--- src/rtl/toggle_cover_pkg.sv ---
// Shared helpers for the toggle-coverage detector: bit counting and counter sizing.
package toggle_cover_pkg;

  // Widest vector popcount accepts; narrower vectors are zero-extended by the caller.
  localparam int POP_MAX_W = 256;

  function automatic int unsigned popcount(input logic [POP_MAX_W-1:0] v);
    int unsigned cnt;
    cnt = 0;
    for (int i = 0; i < POP_MAX_W; i++) begin
      cnt = cnt + int'(v[i]);
    end
    return cnt;
  endfunction

  function automatic int cnt_width(input int width);
    return $clog2(width + 1);
  endfunction

endpackage

--- src/rtl/toggle_cover_bit.sv ---
// Per-bit toggle cell: sticky rise/fall flags and a one-shot pulse on first full toggle.
module toggle_cover_bit (
  input  logic gbl_clk,
  input  logic reset,
  input  logic prev,
  input  logic sig,
  input  logic sample,
  input  logic clr,
  output logic rise_seen,
  output logic fall_seen,
  output logic valid,
  output logic newcov
);

  logic rise_nxt;
  logic fall_nxt;

  // With sample low the flags hold, so newcov can only fire on a detecting cycle.
  always_comb begin
    rise_nxt = rise_seen | (sample & sig & ~prev);
    fall_nxt = fall_seen | (sample & ~sig & prev);
    newcov   = ~(rise_seen & fall_seen) & rise_nxt & fall_nxt;
  end

  always_ff @(posedge gbl_clk) begin
    if (!reset) begin
      rise_seen <= 1'b0;
      fall_seen <= 1'b0;
      valid     <= 1'b0;
    end else if (clr) begin
      rise_seen <= 1'b0;
      fall_seen <= 1'b0;
      valid     <= 1'b0;
    end else begin
      rise_seen <= rise_nxt;
      fall_seen <= fall_nxt;
      valid     <= newcov;
    end
  end

endmodule

--- src/rtl/toggle_cover_detect.sv ---
// Toggle-coverage front end: samples sig, tracks per-bit transitions and pulses valid once per
// bit per coverage epoch for the downstream reporter.
module toggle_cover_detect
  import toggle_cover_pkg::*;
#(
  parameter int WIDTH = 15,
  parameter int CNT_W = cnt_width(WIDTH)
) (
  input  logic             gbl_clk,
  input  logic             reset,
  input  logic             en,
  input  logic             clear,
  input  logic [WIDTH-1:0] sig,
  output logic [WIDTH-1:0] valid,
  output logic [WIDTH-1:0] rise_seen,
  output logic [WIDTH-1:0] fall_seen,
  output logic [CNT_W-1:0] covered_cnt,
  output logic             all_covered
);

  logic [WIDTH-1:0] prev;
  logic             armed;
  logic             sample;
  logic [WIDTH-1:0] newcov;

  // Detection needs a valid previous sample, so the first enabled cycle only captures.
  assign sample = en & ~clear & armed;

  always_ff @(posedge gbl_clk) begin
    if (!reset) begin
      prev  <= '0;
      armed <= 1'b0;
    end else if (clear) begin
      armed <= 1'b0;
    end else if (en) begin
      prev  <= sig;
      armed <= 1'b1;
    end else begin
      armed <= 1'b0;
    end
  end

  for (genvar i = 0; i < WIDTH; i++) begin : g_bit
    toggle_cover_bit u_bit (
      .gbl_clk  (gbl_clk),
      .reset    (reset),
      .prev     (prev[i]),
      .sig      (sig[i]),
      .sample   (sample),
      .clr      (clear),
      .rise_seen(rise_seen[i]),
      .fall_seen(fall_seen[i]),
      .valid    (valid[i]),
      .newcov   (newcov[i])
    );
  end

  // Each bit completes at most once per epoch, so the count never exceeds WIDTH.
  always_ff @(posedge gbl_clk) begin
    if (!reset) begin
      covered_cnt <= '0;
    end else if (clear) begin
      covered_cnt <= '0;
    end else begin
      covered_cnt <= covered_cnt + CNT_W'(popcount(POP_MAX_W'(newcov)));
    end
  end

  assign all_covered = (covered_cnt == CNT_W'(WIDTH));

endmodule

--- config.mk ---
export PLATFORM = sky130hd
export DESIGN_NAME = toggle_cover_detect
export DESIGN_NICKNAME = d
export VERILOG_FILES = /design/src/rtl/toggle_cover_pkg.sv /design/src/rtl/toggle_cover_bit.sv /design/src/rtl/toggle_cover_detect.sv
export SDC_FILE = /design/constraint.sdc
export NUM_CORES = 1
export LEC_CHECK = 0
export CAP_MARGIN = 30
export CORE_MARGIN = 1
export CORE_UTILIZATION = 40
export CTS_CLUSTER_DIAMETER = 50
export DETAILED_ROUTE_END_ITERATION = 7
export DONT_BUFFER_PORTS = 1
export MAX_ROUTING_LAYER = met4
export PLACE_DENSITY = 0.53
export SLEW_MARGIN = 20
export SYNTH_ARGS = -nofsm -noshare
export SYNTH_HDL_FRONTEND = slang
export SYNTH_HIERARCHICAL = 1
export SYNTH_SLANG_ARGS = --single-unit
--- constraint.sdc ---
create_clock -name gbl_clk -period 6.35 [get_ports gbl_clk]
set_input_delay 0.9525 -clock gbl_clk [delete_from_list [all_inputs] [get_ports gbl_clk]]
set_output_delay 0.9525 -clock gbl_clk [all_outputs]
set_load 0.03 [all_outputs]
==> report_table.html <==
<table>
<tr><th>Metric</th><th>Value</th></tr>
<tr><th colspan="2">GRT</th></tr>
<tr><td>Wire length of the first global-routing pass</td><td>11.56 mm</td></tr>
<tr><td>Number of antenna violations at the first check in global routing</td><td>0</td></tr>
<tr><td>Overall track demand over capacity in global routing</td><td>17.72%</td></tr>
<tr><td>Grt ovf</td><td>0</td></tr>
<tr><td>Maximum number of pins on one net before global-route repair</td><td>34</td></tr>
<tr><td>Via count of the first global-routing pass</td><td>2370</td></tr>
<tr><th colspan="2">Die</th></tr>
<tr><td>Die height</td><td>94.58 um</td></tr>
<tr><td>IO Pins</td><td>69</td></tr>
<tr><td>Initial Utilization</td><td>41.52%</td></tr>
<tr><td>Placeable Area</td><td>8258 sq um</td></tr>
<tr><td>Overall die width</td><td>94.58 um</td></tr>
<tr><td>Placement row count</td><td>33</td></tr>
<tr><td>Area of the die</td><td>8945 sq um</td></tr>
<tr><th colspan="2">Timing</th></tr>
<tr><td>Setup TNS</td><td>0 ns</td></tr>
<tr><td>Final Hold Fails</td><td>0</td></tr>
<tr><td>Post-layout min period</td><td>4.980 ns</td></tr>
<tr><td>Max Freq</td><td>200.8 MHz</td></tr>
<tr><td>Max Transition Viols Final</td><td>0</td></tr>
<tr><td>Final worst path period share</td><td>78.42%</td></tr>
<tr><td>Worst Skew</td><td>0.008700 ns</td></tr>
<tr><td>Headroom to the max-slew limit</td><td>59.34%</td></tr>
<tr><td>Final Setup Violations</td><td>0</td></tr>
<tr><td>Slew of the pin with the lowest slew margin</td><td>0.6100 ns</td></tr>
<tr><td>Setup repair after global routing missed its margin</td><td>no</td></tr>
<tr><th colspan="2">Power</th></tr>
<tr><td>Highest ir drop seen on vdd</td><td>0.0001096 V</td></tr>
<tr><td>Areal power density over the cells</td><td>219.6 nW/um^2</td></tr>
<tr><td>Pwr Total</td><td>0.8198 mW</td></tr>
<tr><td>Leakage power of the design</td><td>1.102 nW</td></tr>
<tr><th colspan="2">Synthesis</th></tr>
<tr><td>Gate count of the mapped netlist</td><td>351</td></tr>
<tr><td>Post-synthesis net count</td><td>387</td></tr>
<tr><td>Basic-gate share of the synthesized area counting and, or, nand and nor cells</td><td>27.26%</td></tr>
<tr><td>Number of synthesized register bits</td><td>65</td></tr>
<tr><td>Count of distinct cell types in the synthesized netlist</td><td>29</td></tr>
<tr><td>Yosys warnings</td><td>6</td></tr>
<tr><td>Share of the synthesized area in compound gates (AO/OA/AOI/OAI)</td><td>16.57%</td></tr>
<tr><td>Share of synthesized cell area in full adder, half adder and majority cells</td><td>8.613%</td></tr>
<tr><td>Mean post-synth cell area</td><td>9.767 sq um</td></tr>
<tr><td>Combinational family with the most area after synthesis</td><td>simple AND/OR/NAND/NOR gates</td></tr>
<tr><td>Xor and xnor area share after synthesis</td><td>0.7664%</td></tr>
<tr><td>Mux cell area share after synthesis</td><td>0.2920%</td></tr>
<tr><td>Mapped Area</td><td>3428 sq um</td></tr>
<tr><td>Sequential fraction of the synthesis area</td><td>37.96%</td></tr>
<tr><th colspan="2">Finish</th></tr>
<tr><td>Commonest non-fill, non-tap cell in the layout</td><td>sky130_fd_sc_hd__inv_1</td></tr>
<tr><td>Top library cells by usage in the layout, fill and taps aside</td><td>sky130_fd_sc_hd__inv_1 (67), sky130_fd_sc_hd__dfxtp_1 (65), sky130_fd_sc_hd__a21oi_1 (46), sky130_fd_sc_hd__nand2_1 (30), sky130_fd_sc_hd__nand3b_1 (30)</td></tr>
<tr><td>Ant. Diodes</td><td>0</td></tr>
<tr><td>Post-Route Utilization</td><td>45.21%</td></tr>
<tr><td>Final Non-Filler Cells</td><td>469</td></tr>
<tr><td>Total number of nets in the final design</td><td>395</td></tr>
<tr><td>Fraction of layout instances using a drive strength above 1</td><td>15.66%</td></tr>
<tr><td>Area growth from synthesis to final layout</td><td>8.905%</td></tr>
<tr><td>Number of filler cells placed in the layout</td><td>819</td></tr>
<tr><th colspan="2">Drt</th></tr>
<tr><td>DR vias</td><td>2421</td></tr>
<tr><td>Number of routed nets with antenna violations</td><td>0</td></tr>
<tr><td>Wire length per cell</td><td>14.83 um</td></tr>
<tr><td>Total routed wirelength</td><td>6.955 mm</td></tr>
<tr><td>Number of remaining DRC errors</td><td>0</td></tr>
<tr><td>DRT Pass-1 Iters</td><td>4</td></tr>
<tr><td>DRC violation total after the first TritonRoute iteration</td><td>111</td></tr>
<tr><td>Drt via density</td><td>5.162</td></tr>
<tr><th colspan="2">Clock tree</th></tr>
<tr><td>Number of H-tree levels</td><td>3</td></tr>
<tr><td>Hold-fix buffers, CTS</td><td>0</td></tr>
<tr><td>Number of clock buffers inserted by TritonCTS</td><td>9</td></tr>
<tr><td>Count of clock tree sinks</td><td>65</td></tr>
<tr><td>Later-pin clock latency in the skew report</td><td>0.34 ns</td></tr>
<tr><td>Clock tree from TritonCTS</td><td>built</td></tr>
<tr><td>Clock-pin slew on the worst setup and hold paths</td><td>0.07 ns</td></tr>
<tr><td>CTS Root Cell</td><td>sky130_fd_sc_hd__clkbuf_8</td></tr>
<tr><td>Number of resized instances in the post-cts repair step</td><td>0</td></tr>
<tr><td>Total setup buffers inserted after CTS</td><td>0</td></tr>
<tr><td>Worst-case clock buffer depth</td><td>2</td></tr>
<tr><th colspan="2">Place</th></tr>
<tr><td>Placed instance count</td><td>453</td></tr>
<tr><td>GPL Wtd Cong</td><td>0.8053</td></tr>
<tr><td>Placed wire-length estimate</td><td>4.877 mm</td></tr>
<tr><td>Number of buffers inserted by port buffering</td><td>0</td></tr>
<tr><th colspan="2">Worst setup path</th></tr>
<tr><td>Arrival time reported for the critical path endpoint</td><td>5.22 ns</td></tr>
<tr><td>Crit path max fanout</td><td>31</td></tr>
<tr><td>Critical path data required time</td><td>6.59 ns</td></tr>
<tr><td>Kind of critical path</td><td>in -&gt; reg</td></tr>
<tr><td>Startpoint kind of the worst setup timing path</td><td>primary input</td></tr>
<tr><td>Endpoint class of the critical path</td><td>register</td></tr>
<tr><th colspan="2">Job</th></tr>
<tr><td>Maxcap violations</td><td>0</td></tr>
<tr><th colspan="2">Worst hold path</th></tr>
<tr><td>Type of the worst min-delay path</td><td>reg -&gt; reg</td></tr>
<tr><th colspan="2">Run status</th></tr>
<tr><td>Outcome</td><td>complete, no violations</td></tr>
</table>
-- metal layers --
metal  up-vias  share of wire (%)  global-route usage (%)
met2        55                 45                   26.63
met3        13                5.5                   5.717
met1      1145                 47                   21.68
li1       1208                  -                       -
met5         -                  0                       -
met4         0                2.1                   7.828
-- state kept, by name, indices dropped and copies added (netlist names) --
register,flops
covered_cnt,4
prev,15
g_bit.u_bit/rise_seen,15
g_bit.u_bit/valid,15
armed,1
g_bit.u_bit/fall_seen,15
-- critical path, stage by stage --
cell and delay (ns):
sky130_fd_sc_hd__nor2b_4 0.43, sky130_fd_sc_hd__and2_2 0.64, sky130_fd_sc_hd__inv_1 0.14, sky130_fd_sc_hd__a21oi_1 0.15, sky130_fd_sc_hd__inv_1 0.07, sky130_fd_sc_hd__fa_1 0.56, sky130_fd_sc_hd__fa_1 0.44, sky130_fd_sc_hd__fa_1 0.48
sky130_fd_sc_hd__fa_1 0.49, sky130_fd_sc_hd__inv_1 0.04, sky130_fd_sc_hd__ha_1 0.20, sky130_fd_sc_hd__fa_1 0.38, sky130_fd_sc_hd__xnor2_1 0.18, sky130_fd_sc_hd__nor2_1 0.05
-- worst paths after layout --
check / startpoint / end / slack [ns] / cells after the start
min: prev[4]$_SDFFE_PN0P_ / prev[4]$_SDFFE_PN0P_ / 0.51 / 2
max reg2reg: armed$_SDFF_PP0_ / covered_cnt[2]$_SDFF_PP0_ / 2.22 / 13
min reg2reg: prev[4]$_SDFFE_PN0P_ / prev[4]$_SDFFE_PN0P_ / 0.51 / 2
max: en / covered_cnt[2]$_SDFF_PP0_ / 1.37 / 14
-- synth_stat cells --
cell type / count / area share, %
sky130_fd_sc_hd__ha_1: 6 / 2.2
sky130_fd_sc_hd__a21boi_0: 5 / 1.1
sky130_fd_sc_hd__inv_1: 67 / 7.3
sky130_fd_sc_hd__buf_6: 2 / 0.66
sky130_fd_sc_hd__and2_1: 2 / 0.36
sky130_fd_sc_hd__a21boi_1: 2 / 0.44
sky130_fd_sc_hd__and4_1: 1 / 0.26
sky130_fd_sc_hd__fa_1: 11 / 6.4
sky130_fd_sc_hd__nor2_1: 1 / 0.11
sky130_fd_sc_hd__a211oi_2: 15 / 5.5
sky130_fd_sc_hd__nor2b_4: 1 / 0.40
sky130_fd_sc_hd__a21o_1: 1 / 0.22
sky130_fd_sc_hd__nand4bb_1: 15 / 4.9
sky130_fd_sc_hd__xor2_1: 1 / 0.26
sky130_fd_sc_hd__nand3b_1: 30 / 6.6
sky130_fd_sc_hd__buf_8: 1 / 0.44
sky130_fd_sc_hd__xnor2_1: 2 / 0.51
sky130_fd_sc_hd__nand2b_4: 1 / 0.40
sky130_fd_sc_hd__nor2b_1: 1 / 0.18
sky130_fd_sc_hd__nand3_1: 2 / 0.29
sky130_fd_sc_hd__nand2b_1: 16 / 2.9
sky130_fd_sc_hd__clkbuf_1: 1 / 0.11
sky130_fd_sc_hd__dfxtp_1: 65 / 38
sky130_fd_sc_hd__nand2_1: 30 / 3.3
sky130_fd_sc_hd__a21boi_2: 8 / 2.6
sky130_fd_sc_hd__nand4bb_2: 15 / 7.1
sky130_fd_sc_hd__a21oi_1: 46 / 6.7
sky130_fd_sc_hd__and2_2: 2 / 0.44
sky130_fd_sc_hd__mux2i_1: 1 / 0.29
-- report_power, final --
part / internal, mW / total (mW) / switching, mW / leakage (nW)
sequential: 0.413 / 0.420 / 0.00713 / 0.525
clock: 0.213 / 0.368 / 0.154 / 0.107
combinational: 0.0166 / 0.0321 / 0.0155 / 0.470
total: 0.643 / 0.820 / 0.177 / 1.10
-- layout make-up --
| class | instances | area, sq um | share of cell area, % |
|---|---|---|---|
| repair buffers | 1 | 7.507 | 0.2011 |
| multi-input cells | 215 | 1834 | 49.13 |
| flip-flops and latches | 65 | 1301 | 34.85 |
| clock buffers | 14 | 172.7 | 4.625 |
| well taps | 105 | 131.4 | 3.519 |
| clock inverters | 2 | 35.03 | 0.9383 |
| inverters | 67 | 251.5 | 6.736 |
-- stage by stage --
| step | hold slack (ns) | area [sq um] | worst slack [ns] |
|---|---|---|---|
| 5_1_grt | 0.5350 | 3734 | 1.081 |
| 4_1_cts | 0.5068 | 3734 | 1.356 |
| 3_3_place_gp | 0.4952 | 3526 | 1.034 |
| 3_5_place_dp | 0.4974 | 3526 | 1.001 |
| 6_report | 0.5058 | 3734 | 1.370 |
| 2_1_floorplan | 0.4753 | 3428 | 1.408 |
-- cell families after synthesis --
kind of cell | Yosys count
and+or+nand+nor | 117
AOI/OAI and AO/OA | 77
buffers and inverters | 71
DFF | 65
adders and majority gates | 17
xor gates and xnor gates | 3
muxes | 1
Power figures use the tool's default switching activity.
